**src/rtl/fifo_pkg.sv**
```systemverilog
// Shared constants and helpers for the sync_fifo_param FIFO family.
// Derives depth and pointer width from the address width and validates thresholds.
package fifo_pkg;

    typedef struct packed {
        logic full;
        logic almost_full;
        logic empty;
        logic almost_empty;
    } fifo_flags_t;

    function automatic int unsigned fifo_depth(input int unsigned addr_w);
        return 32'd1 << addr_w;
    endfunction

    // One extra pointer bit distinguishes full from empty when the low bits match.
    function automatic int unsigned fifo_ptr_w(input int unsigned addr_w);
        return addr_w + 32'd1;
    endfunction

    function automatic logic fifo_th_legal(input int unsigned addr_w,
                                           input int unsigned afull_th,
                                           input int unsigned aempty_th);
        int unsigned depth;
        depth = fifo_depth(addr_w);
        return (afull_th >= 32'd1) && (afull_th <= depth) && (aempty_th <= depth - 32'd1);
    endfunction

endpackage

```
**src/rtl/fifo_mem_regs.sv**
```systemverilog
// DEPTH x DATA_W register array: one synchronous write port, one asynchronous read port.
// Contents are deliberately not reset.
module fifo_mem_regs
    import fifo_pkg::*;
#(
    parameter int unsigned DATA_W = 11,
    parameter int unsigned ADDR_W = 3
)(
    input  logic              clk,
    input  logic              we,
    input  logic [ADDR_W-1:0] waddr,
    input  logic [DATA_W-1:0] wdata,
    input  logic [ADDR_W-1:0] raddr,
    output logic [DATA_W-1:0] rdata
);

    localparam int unsigned DEPTH = fifo_depth(ADDR_W);

    logic [DATA_W-1:0] mem_r [DEPTH];

    // Storage write port
    always_ff @(posedge clk) begin
        if (we) begin
            mem_r[waddr] <= wdata;
        end
    end

    assign rdata = mem_r[raddr];

endmodule

```
**src/rtl/sync_fifo_param.sv**
```systemverilog
// Parametrised single-clock FIFO with level, almost-full/empty thresholds and error pulses.
// Define SYNC_FIFO_FWFT_EN for first-word-fall-through reads; default is 1-cycle registered read.
module sync_fifo_param
    import fifo_pkg::*;
#(
    parameter int unsigned DATA_W    = 11,
    parameter int unsigned ADDR_W    = 3,
    parameter int unsigned AFULL_TH  = 6,
    parameter int unsigned AEMPTY_TH = 2
)(
    input  logic              clk,
    input  logic              rst,
    input  logic              wr_en,
    input  logic [DATA_W-1:0] data_in,
    output logic              wr_full,
    output logic              wr_almost_full,
    input  logic              rd_en,
    output logic [DATA_W-1:0] data_out,
    output logic              rd_valid,
    output logic              rd_empty,
    output logic              rd_almost_empty,
    output logic [ADDR_W:0]   level,
    output logic              overflow,
    output logic              underflow
);

    localparam int unsigned PTR_W = fifo_ptr_w(ADDR_W);

    if (!fifo_th_legal(ADDR_W, AFULL_TH, AEMPTY_TH)) begin : g_th_check
        $fatal(1, "sync_fifo_param: AFULL_TH or AEMPTY_TH out of range");
    end

    logic [PTR_W-1:0]  wr_ptr_r;
    logic [PTR_W-1:0]  rd_ptr_r;
    logic [PTR_W-1:0]  level_s;
    fifo_flags_t       flags_s;
    logic              wr_accept_s;
    logic              rd_accept_s;
    logic              overflow_r;
    logic              underflow_r;
    logic [DATA_W-1:0] rdata_s;

    // Flag decode from registered pointers only
    always_comb begin
        level_s               = wr_ptr_r - rd_ptr_r;
        flags_s.full          = (wr_ptr_r[ADDR_W-1:0] == rd_ptr_r[ADDR_W-1:0]) &&
                                (wr_ptr_r[ADDR_W] != rd_ptr_r[ADDR_W]);
        flags_s.empty         = (wr_ptr_r == rd_ptr_r);
        flags_s.almost_full   = (level_s >= PTR_W'(AFULL_TH));
        flags_s.almost_empty  = (level_s <= PTR_W'(AEMPTY_TH));
    end

    assign wr_accept_s = wr_en && !flags_s.full;
    assign rd_accept_s = rd_en && !flags_s.empty;

    // Pointer advance and error pulse generation
    always_ff @(posedge clk or posedge rst) begin
        if (rst) begin
            wr_ptr_r    <= {PTR_W{1'b0}};
            rd_ptr_r    <= {PTR_W{1'b0}};
            overflow_r  <= 1'b0;
            underflow_r <= 1'b0;
        end else begin
            if (wr_accept_s) begin
                wr_ptr_r <= wr_ptr_r + PTR_W'(1'b1);
            end
            if (rd_accept_s) begin
                rd_ptr_r <= rd_ptr_r + PTR_W'(1'b1);
            end
            overflow_r  <= wr_en && flags_s.full;
            underflow_r <= rd_en && flags_s.empty;
        end
    end

    fifo_mem_regs #(
        .DATA_W (DATA_W),
        .ADDR_W (ADDR_W)
    ) u_mem (
        .clk   (clk),
        .we    (wr_accept_s),
        .waddr (wr_ptr_r[ADDR_W-1:0]),
        .wdata (data_in),
        .raddr (rd_ptr_r[ADDR_W-1:0]),
        .rdata (rdata_s)
    );

`ifdef SYNC_FIFO_FWFT_EN
    assign data_out = rdata_s;
    assign rd_valid = !flags_s.empty;
`else
    logic [DATA_W-1:0] data_out_r;
    logic              rd_valid_r;

    // Registered read: head word captured on the accepting edge
    always_ff @(posedge clk or posedge rst) begin
        if (rst) begin
            data_out_r <= {DATA_W{1'b0}};
            rd_valid_r <= 1'b0;
        end else if (rd_accept_s) begin
            data_out_r <= rdata_s;
            rd_valid_r <= 1'b1;
        end else begin
            rd_valid_r <= 1'b0;
        end
    end

    assign data_out = data_out_r;
    assign rd_valid = rd_valid_r;
`endif

    assign wr_full         = flags_s.full;
    assign wr_almost_full  = flags_s.almost_full;
    assign rd_empty        = flags_s.empty;
    assign rd_almost_empty = flags_s.almost_empty;
    assign level           = level_s;
    assign overflow        = overflow_r;
    assign underflow       = underflow_r;

endmodule
```
**config.mk**
```make
export PLATFORM = sky130hd
export DESIGN_NAME = sync_fifo_param
export DESIGN_NICKNAME = d
export VERILOG_FILES = /design/src/rtl/fifo_pkg.sv /design/src/rtl/fifo_mem_regs.sv /design/src/rtl/sync_fifo_param.sv
export SDC_FILE = /design/constraint.sdc
export NUM_CORES = 1
export LEC_CHECK = 0
export ABC_AREA = 1
export CAP_MARGIN = 5
export CORE_MARGIN = 4
export CORE_UTILIZATION = 47
export CTS_BUF_LIST = sky130_fd_sc_hd__clkbuf_16
export DETAILED_ROUTE_END_ITERATION = 8
export GPL_ROUTABILITY_DRIVEN = 0
export PLACE_DENSITY = 0.74
export SETUP_SLACK_MARGIN = 0.3
export SLEW_MARGIN = 15
export SYNTH_ARGS = -nofsm -noshare
export SYNTH_HDL_FRONTEND = slang
export SYNTH_HIERARCHICAL = 1
export SYNTH_SLANG_ARGS = --single-unit
```
**constraint.sdc**
```tcl
create_clock -name clk -period 2.4 [get_ports clk]
set_input_delay 0.72 -clock clk [delete_from_list [all_inputs] [get_ports clk]]
set_output_delay 0.72 -clock clk [all_outputs]
set_load 0.1 [all_outputs]
```
==> insert_results.sql, run 1 <==
INSERT INTO impl_metrics (metric_group, metric, value, unit) VALUES
('worst_hold_path', 'hp-class', 'register to register', ''),
('worst_setup_path', 'critical_path.endpoint_type', 'output port', ''),
('clock_network', 'num_cts_buffers', '9', ''),
('sta', 'finalSetupViolations', '5', ''),
('routing', 'drt_iter0_markers', '211', ''),
('worst_setup_path', 'worst_path_dominant_cell_family', 'adder cells', ''),
('floorplan', 'core-area', '10420', 'µm²'),
('worst_setup_path', 'setup.worst_path.end', 'wr_almost_full', ''),
('worst_setup_path', 'critical_path.cell_chain', 'ha_4 -> fa_2 -> xor2_4 -> clkinvlp_4 -> nand2_2 -> nand3_4 -> buf_12', ''),
('worst_setup_path', 'critical_register_to_register_path_endpoint', 'u_mem/mem_r[3][1]$_DFFE_PP_', ''),
('routing', 'iteration_count_of_the_initial_detailed_routing_pass', '5', ''),
('finish', 'final_cell_count_no_fill', '732', ''),
('logic_synthesis', 'synth_area', '5066', 'µm²'),
('floorplan', 'initial_core_util', '48.64', '%'),
('floorplan', 'die_area', '12500', 'µm²'),
('sta', 'finalSetupTns', '-899.0', 'ps'),
('floorplan', 'die-width', '111.8', 'µm'),
('status', 'status', 'finished with violations', ''),
('logic_synthesis', 'flop_and_latch_count_out_of_synthesis', '110', ''),
('logic_synthesis', 'synth_most_common_cell', 'sky130_fd_sc_hd__nand2_1', ''),
('worst_setup_path', 'depth_of_the_worst_register_to_register_path', '12', ''),
('logic_synthesis', 'ys_top_cells_by_area', 'sky130_fd_sc_hd__edfxtp_1 52%, sky130_fd_sc_hd__nand2_1 15%, sky130_fd_sc_hd__dfrtp_1 11%', ''),
('finish', 'layout-area-overhead-vs-synth', '24.52', '%'),
('global_routing', 'pin_count_of_the_biggest_net_entering_global_routing', '51', ''),
('worst_setup_path', 'timing.critical_path.slowest_stage_cell', 'sky130_fd_sc_hd__dfrtp_1', ''),
('worst_setup_path', 'crit_path_max_incr_delay', '420', 'ps'),
('worst_setup_path', 'timing.setup.critical_path_class', 'register to output port', ''),
('clock_network', 'cts-htree-levels', '3', ''),
('clock_network', 'clk_transition_reported_paths', '70', 'ps'),
('routing', 'drc_errors', '0', ''),
('logic_synthesis', 'syn-num-nets', '560', ''),
('logic_synthesis', 'synth_cell_types', '21', ''),
('finish', 'layout-drive-gt1-share', '17.65', '%'),
('sta', 'timing_worst_slew_pin_value', '534.9', 'ps'),
('global_routing', 'globalRoute.totalOverflow', '0', ''),
('logic_synthesis', 'synth.yosys.seq_area_share', '63.03', '%'),
('logic_synthesis', 'synth-async-reset-ratio', '20.00', '%'),
('logic_synthesis', 'yosys.area.top_type', 'sky130_fd_sc_hd__edfxtp_1', ''),
('sta', 'setup_slack', '-272.6', 'ps'),
('routing', 'via_count', '3617', ''),
('sta', 'finalHoldViolCount', '0', ''),
('worst_setup_path', 'critPathBufInv', '2', ''),
('logic_synthesis', 'postSynthAreaPerCell', '9.399', 'µm²'),
('worst_setup_path', 'r2r-start', 'rd_ptr_r[2]$_DFFE_PP0P_', ''),
('global_routing', 'grt_first_pass_wirelength', '17.51', 'mm'),
('worst_setup_path', 'setup.worst_path.start_class', 'register', ''),
('sta', 'final.setup_skew', '12.01', 'ps'),
('clock_network', 'clk_path_buf_depth', '2', ''),
('clock_network', 'postCtsHoldBufs', '0', ''),
('clock_network', 'ctsRootBufferMaster', 'sky130_fd_sc_hd__clkbuf_16', ''),
('global_routing', 'grt_antenna_before_repair', '0', ''),
('floorplan', 'die-height', '111.8', 'µm'),
('worst_setup_path', 'critical_path_required', '1680', 'ps'),
('finish', 'final_core_util', '60.56', '%'),
('worst_setup_path', 'timing.critical_path.from', 'rd_ptr_r[0]$_DFFE_PP0P_', ''),
('job', 'drv.max_cap_violation_count', '0', ''),
('place', 'port_buffers', '36', ''),
('logic_synthesis', 'most_used_dff_post_synth', 'sky130_fd_sc_hd__edfxtp_1', ''),
('place', 'place_inst', '711', ''),
('clock_network', 'clock-sinks', '110', ''),
('routing', 'avgRoutedWirePerCell', '15.03', 'µm'),
('worst_setup_path', 'r2r_slack', '350', 'ps'),
('floorplan', 'ioPinCount', '37', ''),
('logic_synthesis', 'synth-edff-count', '88', ''),
('logic_synthesis', 'netlist_instances', '539', ''),
('global_routing', 'first_global_vias', '3580', ''),
('routing', 'final_wirelength', '11.01', 'mm'),
('global_routing', 'grt_util_overall', '17.89', '%'),
('status', 'failed_checks', 'setup timing', ''),
('routing', 'via_per_inst', '4.941', ''),
('worst_setup_path', 'critical_path_cell_count', '7', '');
-- metal layers --
layer / up-vias / global-route usage [%] / part of all wire [%]
met4: 0 / 8.273 / 2.2
li1: 1777 / - / -
met5: - / 0 / 0
met1: 1703 / 21.98 / 41
met2: 117 / 30.46 / 49
met3: 20 / 3.478 / 7.1
-- flip-flops by register name, indices dropped and copies added (netlist names) --
register,flops
u_mem/mem_r,88
data_out,11
rd_ptr_r,4
wr_ptr_r,4
overflow,1
rd_valid,1
underflow,1
-- cell usage in the layout (no fill, tap or decap) --
| cell | synthesis | final |
|---|---|---|
| sky130_fd_sc_hd__edfxtp_1 | 88 | 88 |
| sky130_fd_sc_hd__nor2_1 | 11 | 2 |
| sky130_fd_sc_hd__nand2_2 | 2 | 4 |
| sky130_fd_sc_hd__nand3_4 | 0 | 3 |
| sky130_fd_sc_hd__inv_4 | 1 | 1 |
| sky130_fd_sc_hd__dfrtp_2 | 0 | 3 |
| sky130_fd_sc_hd__clkinvlp_4 | 0 | 4 |
| sky130_fd_sc_hd__inv_6 | 0 | 1 |
| sky130_fd_sc_hd__nand3_2 | 0 | 1 |
| sky130_fd_sc_hd__nand3b_1 | 1 | 1 |
| sky130_fd_sc_hd__nor2_4 | 0 | 6 |
| sky130_fd_sc_hd__inv_2 | 2 | 7 |
| sky130_fd_sc_hd__clkbuf_16 | 0 | 9 |
| sky130_fd_sc_hd__nand4_1 | 2 | 2 |
| sky130_fd_sc_hd__buf_12 | 0 | 16 |
| sky130_fd_sc_hd__clkdlybuf4s50_1 | 0 | 14 |
| sky130_fd_sc_hd__xor2_1 | 3 | 2 |
| sky130_fd_sc_hd__o21ai_1 | 0 | 1 |
| sky130_fd_sc_hd__dfrtp_1 | 22 | 19 |
| sky130_fd_sc_hd__nand2_1 | 201 | 194 |
| sky130_fd_sc_hd__inv_1 | 109 | 101 |
| sky130_fd_sc_hd__clkinv_4 | 0 | 3 |
| sky130_fd_sc_hd__nand2_4 | 2 | 7 |
| sky130_fd_sc_hd__buf_4 | 4 | 29 |
| sky130_fd_sc_hd__ha_4 | 0 | 3 |
| sky130_fd_sc_hd__ha_1 | 5 | 2 |
| sky130_fd_sc_hd__nor2_2 | 0 | 3 |
| sky130_fd_sc_hd__xor2_4 | 0 | 1 |
| sky130_fd_sc_hd__bufinv_16 | 0 | 1 |
| sky130_fd_sc_hd__fa_2 | 0 | 1 |
| sky130_fd_sc_hd__diode_2 | 0 | 1 |
| sky130_fd_sc_hd__nand3_1 | 68 | 64 |
| sky130_fd_sc_hd__a21oi_4 | 0 | 1 |
| sky130_fd_sc_hd__inv_8 | 0 | 1 |
-- worst reg2reg max path, stage by stage, from the launching register on --
cell and delay (ps):
sky130_fd_sc_hd__dfrtp_2 410, sky130_fd_sc_hd__inv_2 70, sky130_fd_sc_hd__ha_4 240, sky130_fd_sc_hd__nand3_2 80
sky130_fd_sc_hd__inv_2 60, sky130_fd_sc_hd__nand2_4 70, sky130_fd_sc_hd__buf_4 110, sky130_fd_sc_hd__buf_4 140
sky130_fd_sc_hd__nand2_4 70, sky130_fd_sc_hd__inv_2 110, sky130_fd_sc_hd__nand2_4 110, sky130_fd_sc_hd__nor2_4 150
sky130_fd_sc_hd__buf_12 160
-- metrics by stage --
step / cell area, µm² / setup slack [ps] / hold slack [ps]
after CTS: 6257 / -269.8 / 483.7
after floorplan: 5199 / -481.3 / 527.0
after detailed placement: 5873 / 57.74 / 466.5
after global routing: 6306 / -335.3 / 490.1
final: 6309 / -272.6 / 479.4
after global placement: 5873 / 89.80 / 455.6
-- kinds of logic after synthesis --
| group | Yosys count | synth area share [%] |
|---|---|---|
| AND/OR/NAND/NOR | 287 | 23.51 |
| buffers and inverters | 131 | 11.11 |
| flip-flops | 110 | 63.03 |
| adder cells (fa/ha/maj) | 6 | 1.630 |
| XOR/XNOR | 3 | 0.5187 |
| AO/OA/AOI/OAI | 2 | 0.1974 |
-- repair_timing --
item                                    in CTS  in global routing
setup buffers                                4                  0
endpoints found under the setup margin       7                 96
resized for setup                           11                 10
pin swaps                                    9                  3
-- worst min-delay path by stage --
| stage | end | cells past startpoint | slack (ps) | from |
|---|---|---|---|---|
| final | data_out[1]$_DFFE_PP0P_ | 2 | 480 | data_out[1]$_DFFE_PP0P_ |
| after global routing | data_out[1]$_DFFE_PP0P_ | 2 | 490 | data_out[1]$_DFFE_PP0P_ |
| after CTS | data_out[1]$_DFFE_PP0P_ | 2 | 480 | data_out[1]$_DFFE_PP0P_ |
| after detailed placement | data_out[1]$_DFFE_PP0P_ | 2 | 470 | data_out[1]$_DFFE_PP0P_ |
| after global placement | data_out[10]$_DFFE_PP0P_ | 2 | 460 | data_out[10]$_DFFE_PP0P_ |
| after floorplan | rd_ptr_r[3]$_DFFE_PP0P_ | 2 | 530 | rd_ptr_r[3]$_DFFE_PP0P_ |
-- cell type report --
class                   instances  area, µm²
multi-input cells             298       1518
clock inverters                 7      80.08
diodes                          1      2.502
clock buffers                   9      225.2
flip-flops and latches        110       3197
fillers                       855       4108
inverters                     112      437.9
well taps                     136      170.2
repair buffers                 59      678.2
Power of run 1 is left out: the tool's default activity adds up to more than one toggle a clock period on the data nets, which glitch-free logic cannot reach.
==> run 2: changes to the inputs <==
--- a/config.mk
+++ b/config.mk
@@ -12,7 +12,7 @@
 export CTS_BUF_LIST = sky130_fd_sc_hd__clkbuf_16
 export DETAILED_ROUTE_END_ITERATION = 8
 export GPL_ROUTABILITY_DRIVEN = 0
-export PLACE_DENSITY = 0.74
+export PLACE_DENSITY = 0.71
 export SETUP_SLACK_MARGIN = 0.3
 export SLEW_MARGIN = 15
 export SYNTH_ARGS = -nofsm -noshare
==> constraint.sdc (replaced) <==
create_clock -name clk -period 3.1 [get_ports clk]
set_input_delay 0.93 -clock clk [delete_from_list [all_inputs] [get_ports clk]]
set_output_delay 0.93 -clock clk [all_outputs]
set_load 0.1 [all_outputs]
==> run 2 against run 1 <==
The flow now finishes without violations. Register-to-register slack gained 510 ps. Sequential share of layout area up 2.2 points. Cell area shrank 4.1%. Worst setup slack improved by 460 ps. Critical endpoint unchanged. Highest routed layer unchanged.
==> insert_results.sql, run 2 (synthesis results as in run 1) <==
INSERT INTO impl_metrics (metric_group, metric, value, unit) VALUES
('status', 'status', 'finished clean', ''),
('routing', 'iteration_count_of_the_initial_detailed_routing_pass', '5', ''),
('sta', 'maxClockFrequency', '0.3432', 'GHz'),
('worst_setup_path', 'timing.critical_path.slowest_stage_cell', 'sky130_fd_sc_hd__dfrtp_1', ''),
('worst_setup_path', 'worst_path_dominant_cell_family', 'adder cells', ''),
('worst_setup_path', 'setup.worst_path.start_class', 'register', ''),
('worst_setup_path', 'timing.critical_path.from', 'rd_ptr_r[0]$_DFFE_PP0P_', ''),
('global_routing', 'grt_antenna_before_repair', '0', ''),
('floorplan', 'ioPinCount', '37', ''),
('global_routing', 'pin_count_of_the_biggest_net_entering_global_routing', '51', ''),
('sta', 'finalSetupTns', '0', 'ps'),
('floorplan', 'die-height', '111.8', 'µm'),
('worst_setup_path', 'critical_path_cell_count', '7', ''),
('routing', 'drt_iter0_markers', '184', ''),
('sta', 'slew_headroom', '45.11', '%'),
('floorplan', 'core-area', '10420', 'µm²'),
('worst_setup_path', 'crit_path_max_incr_delay', '420', 'ps'),
('clock_network', 'num_cts_buffers', '9', ''),
('sta', 'timing_worst_slew_pin_value', '822.4', 'ps'),
('floorplan', 'rows', '37', ''),
('sta', 'rsz0062_at_grt', 'yes', ''),
('global_routing', 'grt_util_overall', '17.39', '%'),
('floorplan', 'initial_core_util', '48.64', '%'),
('worst_hold_path', 'holdPathStages', '2', ''),
('worst_setup_path', 'worst-path-max-fanout', '2', ''),
('place', 'detailed_place.area', '5633', 'µm²'),
('clock_network', 'clk_path_buf_depth', '2', ''),
('clock_network', 'postCtsHoldBufs', '0', ''),
('sta', 'setup_slack', '186.7', 'ps'),
('routing', 'drc_errors', '0', ''),
('global_routing', 'grt_first_pass_wirelength', '17.02', 'mm'),
('clock_network', 'clock_insertion_delay_at_the_later_pin_of_the_skew_report', '350', 'ps'),
('sta', 'finalHoldViolCount', '0', ''),
('finish', 'layout_commonest_cell', 'sky130_fd_sc_hd__nand2_1', ''),
('finish', 'fin_area', '6051', 'µm²'),
('floorplan', 'die_area', '12500', 'µm²'),
('routing', 'avgRoutedWirePerCell', '14.65', 'µm'),
('worst_setup_path', 'depth_of_the_worst_register_to_register_path', '10', ''),
('place', 'port_buffers', '36', ''),
('sta', 'finalWorstPathRequiredPeriod', '2913', 'ps'),
('clock_network', 'clk_transition_reported_paths', '70', 'ps'),
('routing', 'via_per_inst', '4.869', ''),
('finish', 'layout-area-overhead-vs-synth', '19.44', '%'),
('sta', 'final.setup_skew', '7.002', 'ps'),
('worst_setup_path', 'critPathBufInv', '2', ''),
('worst_setup_path', 'critical_path.endpoint_type', 'output port', ''),
('finish', 'layout_common_cells', '198 x sky130_fd_sc_hd__nand2_1, 108 x sky130_fd_sc_hd__inv_1, 88 x sky130_fd_sc_hd__edfxtp_1, 66 x sky130_fd_sc_hd__nand3_1, 37 x sky130_fd_sc_hd__buf_4', ''),
('routing', 'via_count', '3559', ''),
('routing', 'antenna_violating_nets_left', '0', ''),
('routing', 'final_wirelength', '10.71', 'mm'),
('finish', 'fill_cells', '884', ''),
('finish', 'largest_register_ff_count', '88', ''),
('finish', 'nets', '611', ''),
('worst_setup_path', 'critical_path.cell_chain', 'ha_4 -> fa_2 -> xor2_4 -> clkinvlp_4 -> nand2_2 -> nand3_4 -> buf_12', ''),
('sta', 'period_share', '93.98', '%'),
('clock_network', 'clock-sinks', '110', ''),
('worst_setup_path', 'timing.setup.critical_path_class', 'register to output port', ''),
('global_routing', 'first_global_vias', '3371', ''),
('place', 'dp_worst_setup_slack', '368.7', 'ps'),
('clock_network', 'tritoncts', 'done', ''),
('job', 'drv.max_cap_violation_count', '0', ''),
('place', 'dp_hpwl', '6.524', 'mm'),
('global_routing', 'globalRoute.totalOverflow', '0', ''),
('worst_setup_path', 'cp_data_arrival_time', '1980', 'ps'),
('finish', 'largest_register', 'u_mem/mem_r', ''),
('sta', 'finalSetupViolations', '0', ''),
('floorplan', 'die-width', '111.8', 'µm'),
('finish', 'layout-drive-gt1-share', '14.12', '%'),
('worst_setup_path', 'critical_path_required', '2170', 'ps'),
('worst_hold_path', 'hp-class', 'register to register', ''),
('clock_network', 'cts-htree-levels', '3', ''),
('worst_setup_path', 'r2r-start', 'rd_ptr_r[1]$_DFFE_PP0P_', ''),
('clock_network', 'ctsRootBufferMaster', 'sky130_fd_sc_hd__clkbuf_16', ''),
('finish', 'num_antenna_cells', '0', ''),
('sta', 'timing.final.max_slew_violations', '0', ''),
('worst_hold_path', 'hp-start', 'data_out[0]$_DFFE_PP0P_', '');
## run 2: cell types whose count changed in the layout (fill, tap and decap cells not counted), moves of 4 or more
| cell | previous run | this run |
|---|---|---|
| sky130_fd_sc_hd__buf_12 | 16 | 8 |
| sky130_fd_sc_hd__buf_4 | 29 | 37 |
| sky130_fd_sc_hd__nor2_1 | 2 | 10 |
| sky130_fd_sc_hd__inv_1 | 101 | 108 |
| sky130_fd_sc_hd__nand2_4 | 7 | 2 |
| sky130_fd_sc_hd__nor2_4 | 6 | 1 |
| sky130_fd_sc_hd__inv_2 | 7 | 3 |
| sky130_fd_sc_hd__nand2_1 | 194 | 198 |
## run 2: final timing paths
kind	end	slack, ps
min in group asynchronous	overflow$_DFF_PP0_	1040
max in group asynchronous	wr_ptr_r[1]$_DFFE_PP0P_	1500
setup reg to reg	u_mem/mem_r[4][7]$_DFFE_PP_	860
hold reg to reg	data_out[0]$_DFFE_PP0P_	470
hold / removal	data_out[0]$_DFFE_PP0P_	470
setup / recovery	wr_almost_full	190
## run 2: what timing repair did
action,CTS,global route
endpoints found under the setup margin,7,6
setup buffers,4,7
pin swaps,1,2
resized for setup,10,2
## run 2: cell type report
class                           instances  area (µm²)  area share (%)
Clock buffer                            9       225.2           3.722
Timing Repair Buffer                   59       578.1           9.553
Sequential cell                       110        3197           52.83
Inverter                              112       426.7           7.051
Clock inverter                          7       57.56          0.9512
Tap cell                              136       170.2           2.812
Multi-Input combinational cell        298        1396           23.08
## run 2: metal layers
| layer | vias up | wire length, µm | track usage, % | part of all wire (%) |
|---|---|---|---|---|
| li1 | 1769 | - | - | - |
| met1 | 1666 | 4619 | 22.77 | 43 |
| met2 | 107 | 5255 | 29.06 | 49 |
| met3 | 17 | 619 | 3.641 | 5.8 |
| met4 | 0 | 216 | 5.596 | 2.0 |
| met5 | - | 0 | 0 | 0 |
## run 2: stage by stage
stage / std cells / hold WS, ps / utilization [%]
final: 731 / 473.9 / 58.09
after global routing: 731 / 496.7 / 58.09
after CTS: 724 / 479.5 / 57.51
after detailed placement: 704 / 461.7 / 54.08
after global placement: 704 / 456.1 / 54.08
after floorplan: 539 / 527.0 / -
## run 2: worst reg2reg max path: stages, from the launching register on
cell,delay [ps]
sky130_fd_sc_hd__dfrtp_1,420
sky130_fd_sc_hd__inv_1,60
sky130_fd_sc_hd__ha_1,300
sky130_fd_sc_hd__nand3_1,100
sky130_fd_sc_hd__inv_1,90
sky130_fd_sc_hd__nand2_1,200
sky130_fd_sc_hd__nand2_1,160
sky130_fd_sc_hd__inv_1,110
sky130_fd_sc_hd__nand2_1,110
sky130_fd_sc_hd__nor2_1,150
sky130_fd_sc_hd__buf_4,240
Power of run 2 is left out for the same reason.
